<file path="config.mk">
export PLATFORM = sky130hd
export DESIGN_NAME = serial_sub_flat
export DESIGN_NICKNAME = d
export VERILOG_FILES = /design/src/rtl/serial_sub_pkg.sv /design/src/rtl/serial_sub_if.sv /design/src/rtl/serial_sub_full_sub.sv /design/src/rtl/serial_sub.sv /design/src/flat_wrapper.sv
export SDC_FILE = /design/constraint.sdc
export NUM_CORES = 1
export LEC_CHECK = 0
export CORE_MARGIN = 8
export CORE_UTILIZATION = 55
export DETAILED_ROUTE_END_ITERATION = 12
export GPL_ROUTABILITY_DRIVEN = 0
export PLACE_DENSITY = 0.84
export SYNTH_ARGS = -nofsm -noshare
export SYNTH_HDL_FRONTEND = slang
export SYNTH_SLANG_ARGS = --single-unit
export TNS_END_PERCENT = 30
</file>
<file path="constraint.sdc">
create_clock -name clk_in -period 3.2 [get_ports clk_in]
set_clock_uncertainty 0.2 [all_clocks]
set_input_delay 0.96 -clock clk_in [delete_from_list [all_inputs] [get_ports clk_in]]
set_output_delay 0.96 -clock clk_in [all_outputs]
set_load 0.02 [all_outputs]
</file>
<file path="src/rtl/serial_sub_pkg.sv">
// Shared types and constants for the bit-serial subtractor.
package serial_sub_pkg;

    localparam int DEF_WIDTH = 8;

    typedef enum logic [1:0] {
        S_IDLE = 2'b00,
        S_RUN  = 2'b01,
        S_DONE = 2'b10
    } state_t;

    // Bit counter width, never narrower than one bit.
    function automatic int cnt_w(input int width);
        return (width <= 2) ? 1 : $clog2(width);
    endfunction

endpackage

</file>
<file path="src/rtl/serial_sub_if.sv">
// Operand/result bundle between a requester and serial_sub.
interface serial_sub_if
    import serial_sub_pkg::*;
#(
    parameter int WIDTH = DEF_WIDTH
);
    logic             start_in;
    logic [WIDTH-1:0] a_in;
    logic [WIDTH-1:0] b_in;
    logic             busy_out;
    logic             done_out;
    logic [WIDTH-1:0] diff_out;
    logic             borrow_out;

    modport master (
        output start_in, a_in, b_in,
        input  busy_out, done_out, diff_out, borrow_out
    );

    modport slave (
        input  start_in, a_in, b_in,
        output busy_out, done_out, diff_out, borrow_out
    );
endinterface

</file>
<file path="src/rtl/serial_sub_full_sub.sv">
// Combinational one-bit full subtractor: a - b - c.
module full_sub (
    input  logic a_in,
    input  logic b_in,
    input  logic c_in,
    output logic d_out,
    output logic borrow_out,
    output logic a_not_out
);
    assign a_not_out  = ~a_in;
    assign d_out      = a_in ^ b_in ^ c_in;
    assign borrow_out = (a_not_out & c_in) | (a_not_out & b_in) | (b_in & c_in);
endmodule

</file>
<file path="src/rtl/serial_sub.sv">
// Bit-serial unsigned subtractor: one full_sub cell, borrow held between bits, LSB first.
module serial_sub
    import serial_sub_pkg::*;
#(
    parameter int WIDTH = DEF_WIDTH
) (
    input  logic         clk_in,
    input  logic         rst_n_in,
    serial_sub_if.slave  bus
);
    localparam int CW = cnt_w(WIDTH);

    state_t           r_state;
    logic [WIDTH-1:0] r_a_sr;
    logic [WIDTH-1:0] r_b_sr;
    logic [WIDTH-1:0] r_res;
    logic [WIDTH-1:0] r_diff;
    logic [CW-1:0]    r_cnt;
    logic             r_borrow_q;
    logic             r_borrow;
    logic             r_busy;
    logic             r_done;
    logic             w_d;
    logic             w_b;

    full_sub u_cell (
        .a_in       (r_a_sr[0]),
        .b_in       (r_b_sr[0]),
        .c_in       (r_borrow_q),
        .d_out      (w_d),
        .borrow_out (w_b),
        .a_not_out  ()
    );

    always_ff @(posedge clk_in or negedge rst_n_in) begin
        if (!rst_n_in) begin
            r_state    <= S_IDLE;
            r_a_sr     <= '0;
            r_b_sr     <= '0;
            r_res      <= '0;
            r_diff     <= '0;
            r_cnt      <= '0;
            r_borrow_q <= 1'b0;
            r_borrow   <= 1'b0;
            r_busy     <= 1'b0;
            r_done     <= 1'b0;
        end else begin
            case (r_state)
                S_IDLE: begin
                    r_done <= 1'b0;
                    if (bus.start_in) begin
                        r_a_sr     <= bus.a_in;
                        r_b_sr     <= bus.b_in;
                        r_borrow_q <= 1'b0;
                        r_cnt      <= '0;
                        r_busy     <= 1'b1;
                        r_state    <= S_RUN;
                    end
                end
                S_RUN: begin
                    r_a_sr     <= r_a_sr >> 1;
                    r_b_sr     <= r_b_sr >> 1;
                    r_res      <= {w_d, r_res[WIDTH-1:1]};
                    r_borrow_q <= w_b;
                    r_cnt      <= r_cnt + 1'b1;
                    // Last bit: publish the result including this cycle's cell output.
                    if (r_cnt == CW'(WIDTH - 1)) begin
                        r_diff   <= {w_d, r_res[WIDTH-1:1]};
                        r_borrow <= w_b;
                        r_busy   <= 1'b0;
                        r_done   <= 1'b1;
                        r_state  <= S_DONE;
                    end
                end
                S_DONE: begin
                    r_done  <= 1'b0;
                    r_state <= S_IDLE;
                end
                default: r_state <= S_IDLE;
            endcase
        end
    end

    assign bus.busy_out   = r_busy;
    assign bus.done_out   = r_done;
    assign bus.diff_out   = r_diff;
    assign bus.borrow_out = r_borrow;

endmodule

</file>
<file path="src/flat_wrapper.sv">
// flat-port wrapper written by rule: the top's interface ports become plain ports
module serial_sub_flat import serial_sub_pkg::*;
#(
    parameter int WIDTH = DEF_WIDTH
)
  (clk_in, rst_n_in, bus_start_in, bus_a_in, bus_b_in, bus_busy_out, bus_done_out, bus_diff_out, bus_borrow_out);
  serial_sub_if #(.WIDTH(WIDTH)) bus_i ();
  input  logic clk_in;
  input  logic rst_n_in;
  input wire logic [$bits(bus_i.start_in)-1:0] bus_start_in;
  input wire logic [$bits(bus_i.a_in)-1:0] bus_a_in;
  input wire logic [$bits(bus_i.b_in)-1:0] bus_b_in;
  output wire logic [$bits(bus_i.busy_out)-1:0] bus_busy_out;
  output wire logic [$bits(bus_i.done_out)-1:0] bus_done_out;
  output wire logic [$bits(bus_i.diff_out)-1:0] bus_diff_out;
  output wire logic [$bits(bus_i.borrow_out)-1:0] bus_borrow_out;
  assign bus_i.start_in = bus_start_in;
  assign bus_i.a_in = bus_a_in;
  assign bus_i.b_in = bus_b_in;
  assign bus_busy_out = bus_i.busy_out;
  assign bus_done_out = bus_i.done_out;
  assign bus_diff_out = bus_i.diff_out;
  assign bus_borrow_out = bus_i.borrow_out;
  serial_sub #(.WIDTH(WIDTH)) u_core (.clk_in(clk_in), .rst_n_in(rst_n_in), .bus(bus_i));
endmodule
</file>
== Word level (Yosys, flattened, before mapping) ==
Index checks and enable logic that the tools add are counted.
Storage, ports and cells
  bits in registers: 41
  latch bits: 0
  bits in writable memories: 0
  bits in read-only memories: 0
  output and inout bits: 11
  memories: 0
Cells by class
  add/subtract/negate cells: 1
  multiply operators: 0
  divide/modulo/power cells: 0
  $lt $le $gt $ge: 0
  equal/unequal tests: 5
  shift operators: 0
  multiplexer cells: 16
  bitwise operators: 8
  reduce and logical (&&, ||, !) cells: 9
Operator list (count)
  $pmux 8 s2: 2
  $mux 8: 2
  $reduce_and 2->1: 4
  $pmux 1 s2: 3
  $pmux 3 s2: 1
  $mux 1: 4
  $mux 2: 2
  $pmux 2 s2: 1
  $reduce_bool 2->1: 2
  $add 3x1->3 const B: 1
  $and 1x1->1: 3
  $eq 3x3->1 const B: 1
  $mux 3: 1
  $reduce_and 3->1: 1
  $eq 2x1->1 const B: 1
  $eq 2x2->1 const B: 1
  $logic_not 2->1: 1
  $ne 2x1->1 const B: 1
  $ne 2x2->1 const B: 1
  $or 1x1->1: 2
  $reduce_or 2->1: 1
  $xor 1x1->1: 2
  $not 1->1: 1

== Depth between registers and ports, before layout ==
  word-level depth: 5
  mapped depth: 6
  gate-level depth less buffers: 5

== Modules after synthesis ==
From an unflattened synthesis, not the netlist that was laid out.
Second synthesis, totals
  cell total of the unflattened synthesis: 140
  area total of the unflattened synthesis: 1760.4 um^2
Modules (own cells, without submodules)
  serial_sub: times used 1, cells an instance 137, area an instance 1732.9 um^2, sequential area each 1001.0 um^2
  full_sub: times used 1, cells an instance 3, area an instance 27.5 um^2, sequential area each 0.0 um^2

== Worst setup path before layout ==
OpenSTA, ideal clock, no wires.
  path type: input to register
  start point: in bus_start_in
  end point: reg u_core.r_a_sr[4]
  arrival time: 1.675 ns
  data required time: 2.863 ns
  path slack: 1.188 ns
  stages on the path: 4
  buffers on the path: 1
  cells stage by stage: buf_2 > or4b_4 > o21ai_2 > a21oi_1
Between the ends
  word-level cells in the longest chain between the ends: 2
Ends and longest elaborated chain
  start, declared: RTL line flat_wrapper.sv:10  | input wire logic [$bits(bus_i.start_in)-1:0] bus_start_in;
  $ne 2x2->1 (no line)
  $reduce_and 2->1 (no line)
  end signal, assigned: RTL line serial_sub.sv:52  | r_a_sr <= bus.a_in;
  end signal, assigned: RTL line serial_sub.sv:61  | r_a_sr <= r_a_sr >> 1;
  end, declared: RTL line serial_sub.sv:14  | logic [WIDTH-1:0] r_a_sr;
No other way between the ends.
A chain may end at the register's enable or synchronous reset.

== Worst setup path after layout ==
  start point: reg u_core.r_diff[6], in the netlist u_core.bus.diff_out[6]
  end point: out bus_diff_out[6]
RTL lines
  start, declared: RTL line serial_sub.sv:17  | logic [WIDTH-1:0] r_diff;
  start signal, assigned: RTL line serial_sub.sv:68  | r_diff <= {w_d, r_res[WIDTH-1:1]};
  end, declared: RTL line flat_wrapper.sv:15  | output wire logic [$bits(bus_i.diff_out)-1:0] bus_diff_out;
No word-level cell between the ends.

==> run summary <==
switching share of power -> 0.339
Top delay family on crit path -> buffers and inverters
path category of the worst min-delay check -> register to register
Max clock buf depth -> 2
Worst R2R Start -> u_core.r_cnt[0]
initial antenna violation count -> 0
DRC viols -> 0
RSZ-0062 raised after global routing -> false
CTS clk-pin slew, worst paths -> 0.12 ns
final hold violation count -> 0
number of hold buffers added after CTS -> 0
Final HPWL DP -> 2360 um
WP buf/inv -> 1
drt total wl -> 3290 um
Initial Utilization -> 0.569
footprint of the multi-input gates -> 644 um2
Mean Syn Cell Area -> 13.0 um2
Critical Path Fanout Max -> 2
via count -> 1166
total grt overflow -> 0
Die H -> 72.0 um
dpl ws -> 0.588 ns
vias in the first global route -> 1256
CP Capture Type -> primary output
crit path from -> u_core.bus.diff_out[6]
Max-slew headroom -> 0.432
Die ar. -> 0.00518 mm2
CTS root buf -> clkbuf_4
Worst VDD drop -> 0.455 mV
Yosys top cell by area -> dfrtp_1
status -> finished clean
register bit total from synthesis -> 40
FF/Latch Area -> 0.00100 mm2
CP peak stage delay -> 0.60 ns
accumulated negative setup slack -> 0 ns
power per cell area -> 1010 mW/mm2
maximum number of pins on one net before global-route repair -> 41
final worst slack -> 0.721 ns
core box area -> 0.00303 mm2
Net Count, Synth -> 156
TritonCTS clock tree -> done
Setup crit start kind -> register
Logic pwr share -> 0.417
antenna viol nets, final -> 0
FMAX -> 403 MHz
Final Cycle Share -> 0.775
fin crit period -> 2.48 ns
Worst Max-Slew Pin Slew -> 0.852 ns
post-route insts no fill -> 206
critical-path cell list -> clkdlybuf4s50_1
postcts setup bufs -> 0
area grow syn2layout -> 20.8%
fill cell count -> 237
total power -> 2.11 mW
I/O Buffers -> 29
clock network power share -> 0.151
# IOs -> 30
gr usage total -> 0.132
Yosys cell types -> 26
Yosys Warn Count -> 0
first-pass GRT wire length -> 5400 um
Worst Path Arrival -> 1.32 ns
Placement Rows -> 20
Initial DRC Count -> 52
Nets -> 184
mapped cell area -> 0.00172 mm2
DP Cell Count -> 198
Seq/Total Area, Yosys -> 0.581
clock insertion delay at the later pin of the skew report -> 0.35 ns
sequential power share -> 0.431
H-tree Lvls -> 2
Hold Startpoint -> u_core.bus.diff_out[7]
# resized after CTS -> 0
first drt pass iteration count -> 4
via/cell ratio -> 5.66
Setup violations, final -> 0
final hold slack -> 0.308 ns
Slew Limit Fails -> 0
share of post-route cells with drive strength above 1 -> 0.160
Synth Instances -> 133
number of diodes -> 0
Synth top area share -> 0.581
Area contributors post-synth -> dfrtp_1 (58%), mux2_4 (7.0%), o22ai_1 (6.2%)
WS Path Type -> register to primary output
switching pwr -> 0.713 mW
Die Width -> 72.0 um
wire per inst -> 16.0 um
CTS Sinks -> 40
CTS Buf Count -> 5
number of max-cap violations -> 0
Critical Path Slowest Stage Cell -> clkdlybuf4s50_1
Critical Path RT -> 2.04 ns
leak pwr -> 0.919 nW
internal power -> 1.39 mW
flip-flops by register name, summed over array words and instances, names as in the netlist:
register / flops
u_core.bus.diff_out: 8
u_core.r_a_sr: 8
u_core.r_b_sr: 8
u_core.r_res: 7
u_core.r_cnt: 3
u_core.r_state: 2
u_core.bus.borrow_out: 1
u_core.bus.busy_out: 1
u_core.bus.done_out: 1
u_core.r_borrow_q: 1
Yosys cell counts, drive strengths merged:
| master | n |
|---|---|
| ha | 3 |
| or4b | 1 |
| a21oi | 7 |
| clkinv | 1 |
| fa | 1 |
| inv | 4 |
| nand2 | 5 |
| a32o | 1 |
| nor2b | 1 |
| o22ai | 17 |
| dfrtp | 40 |
| nand2b | 3 |
| o21ai | 8 |
| nor2 | 4 |
| o21bai | 1 |
| a22o | 3 |
| buf | 8 |
| a2bb2oi | 9 |
| and3 | 1 |
| nand3b | 1 |
| mux2 | 14 |
layout by cell type (no fill, tap or decap), types with 2 or more instances in the layout:
cell type        synthesis  routed
clkdlybuf4s50_1          0      28
a2bb2oi_1                9       9
a22o_1                   3       3
mux2_4                   8       8
clkbuf_4                 0       5
o22ai_1                 17      17
nand2_1                  5       5
inv_1                    4       4
nor2_1                   3       3
o21ai_0                  7       7
nand2b_1                 2       2
dfrtp_1                 40      40
mux2_2                   6       6
a21oi_1                  7       7
ha_1                     3       3
stage by stage:
step | instance area (um2) | util
floorplan | 1720 | -
global placement | 2000 | 0.662
detailed placement | 2000 | 0.662
CTS | 2080 | 0.687
global route | 2080 | 0.687
finish | 2080 | 0.687
final cells by class:
class	count	area share
sequential	40	0.481
inverter	5	0.00902
clock buffer	6	0.0198
tap	44	0.0265
timing repair buffer	29	0.137
multi-input combinational	80	0.310
clock inverter	2	0.0168
final timing paths:
| check | cells past startpoint | to | slack (ns) |
|---|---|---|---|
| max in group asynchronous | 1 | u_core.r_b_sr[0] | 1.75 |
| min reg2reg | 2 | u_core.bus.diff_out[7] | 0.31 |
| min | 2 | u_core.bus.diff_out[7] | 0.31 |
| max reg2reg | 4 | u_core.bus.diff_out[0] | 1.21 |
| min in group asynchronous | 1 | u_core.r_res[1] | 0.51 |
| max | 1 | bus_diff_out[6] | 0.72 |
cells by family (layout without fill, tap and decap cells):
family                     count (synthesis)  after routing  synth area share
AOI/OAI and AO/OA                         46             46             0.179
adders and majority gates                  4              4            0.0334
buffers and inverters                     13             42            0.0450
DFF                                       40             40             0.581
muxes                                     14             14             0.109
and+or+nand+nor                           16             16            0.0530
power groups by stage:
stage | clock network, mW | logic [mW] | registers (mW)
2_1_floorplan | 0 | 0.577 | 0.948
3_3_place_gp | 0 | 0.840 | 0.904
3_5_place_dp | 0 | 0.887 | 0.916
4_1_cts | 0.326 | 0.889 | 0.909
5_1_grt | 0.344 | 0.956 | 0.940
6_report | 0.319 | 0.879 | 0.909
layer usage:
| layer | wire length (um) | part of all wire | global-route usage | vias up |
|---|---|---|---|---|
| met2 | 1580 | 0.48 | 0.218 | 34 |
| met5 | 0 | 0 | 0 | - |
| met3 | 185 | 0.056 | 0.0537 | 11 |
| met1 | 1430 | 0.43 | 0.145 | 572 |
| met4 | 97 | 0.029 | 0.0658 | 0 |
| li1 | - | - | - | 549 |
No activity file was read; power rests on OpenSTA's default activity.
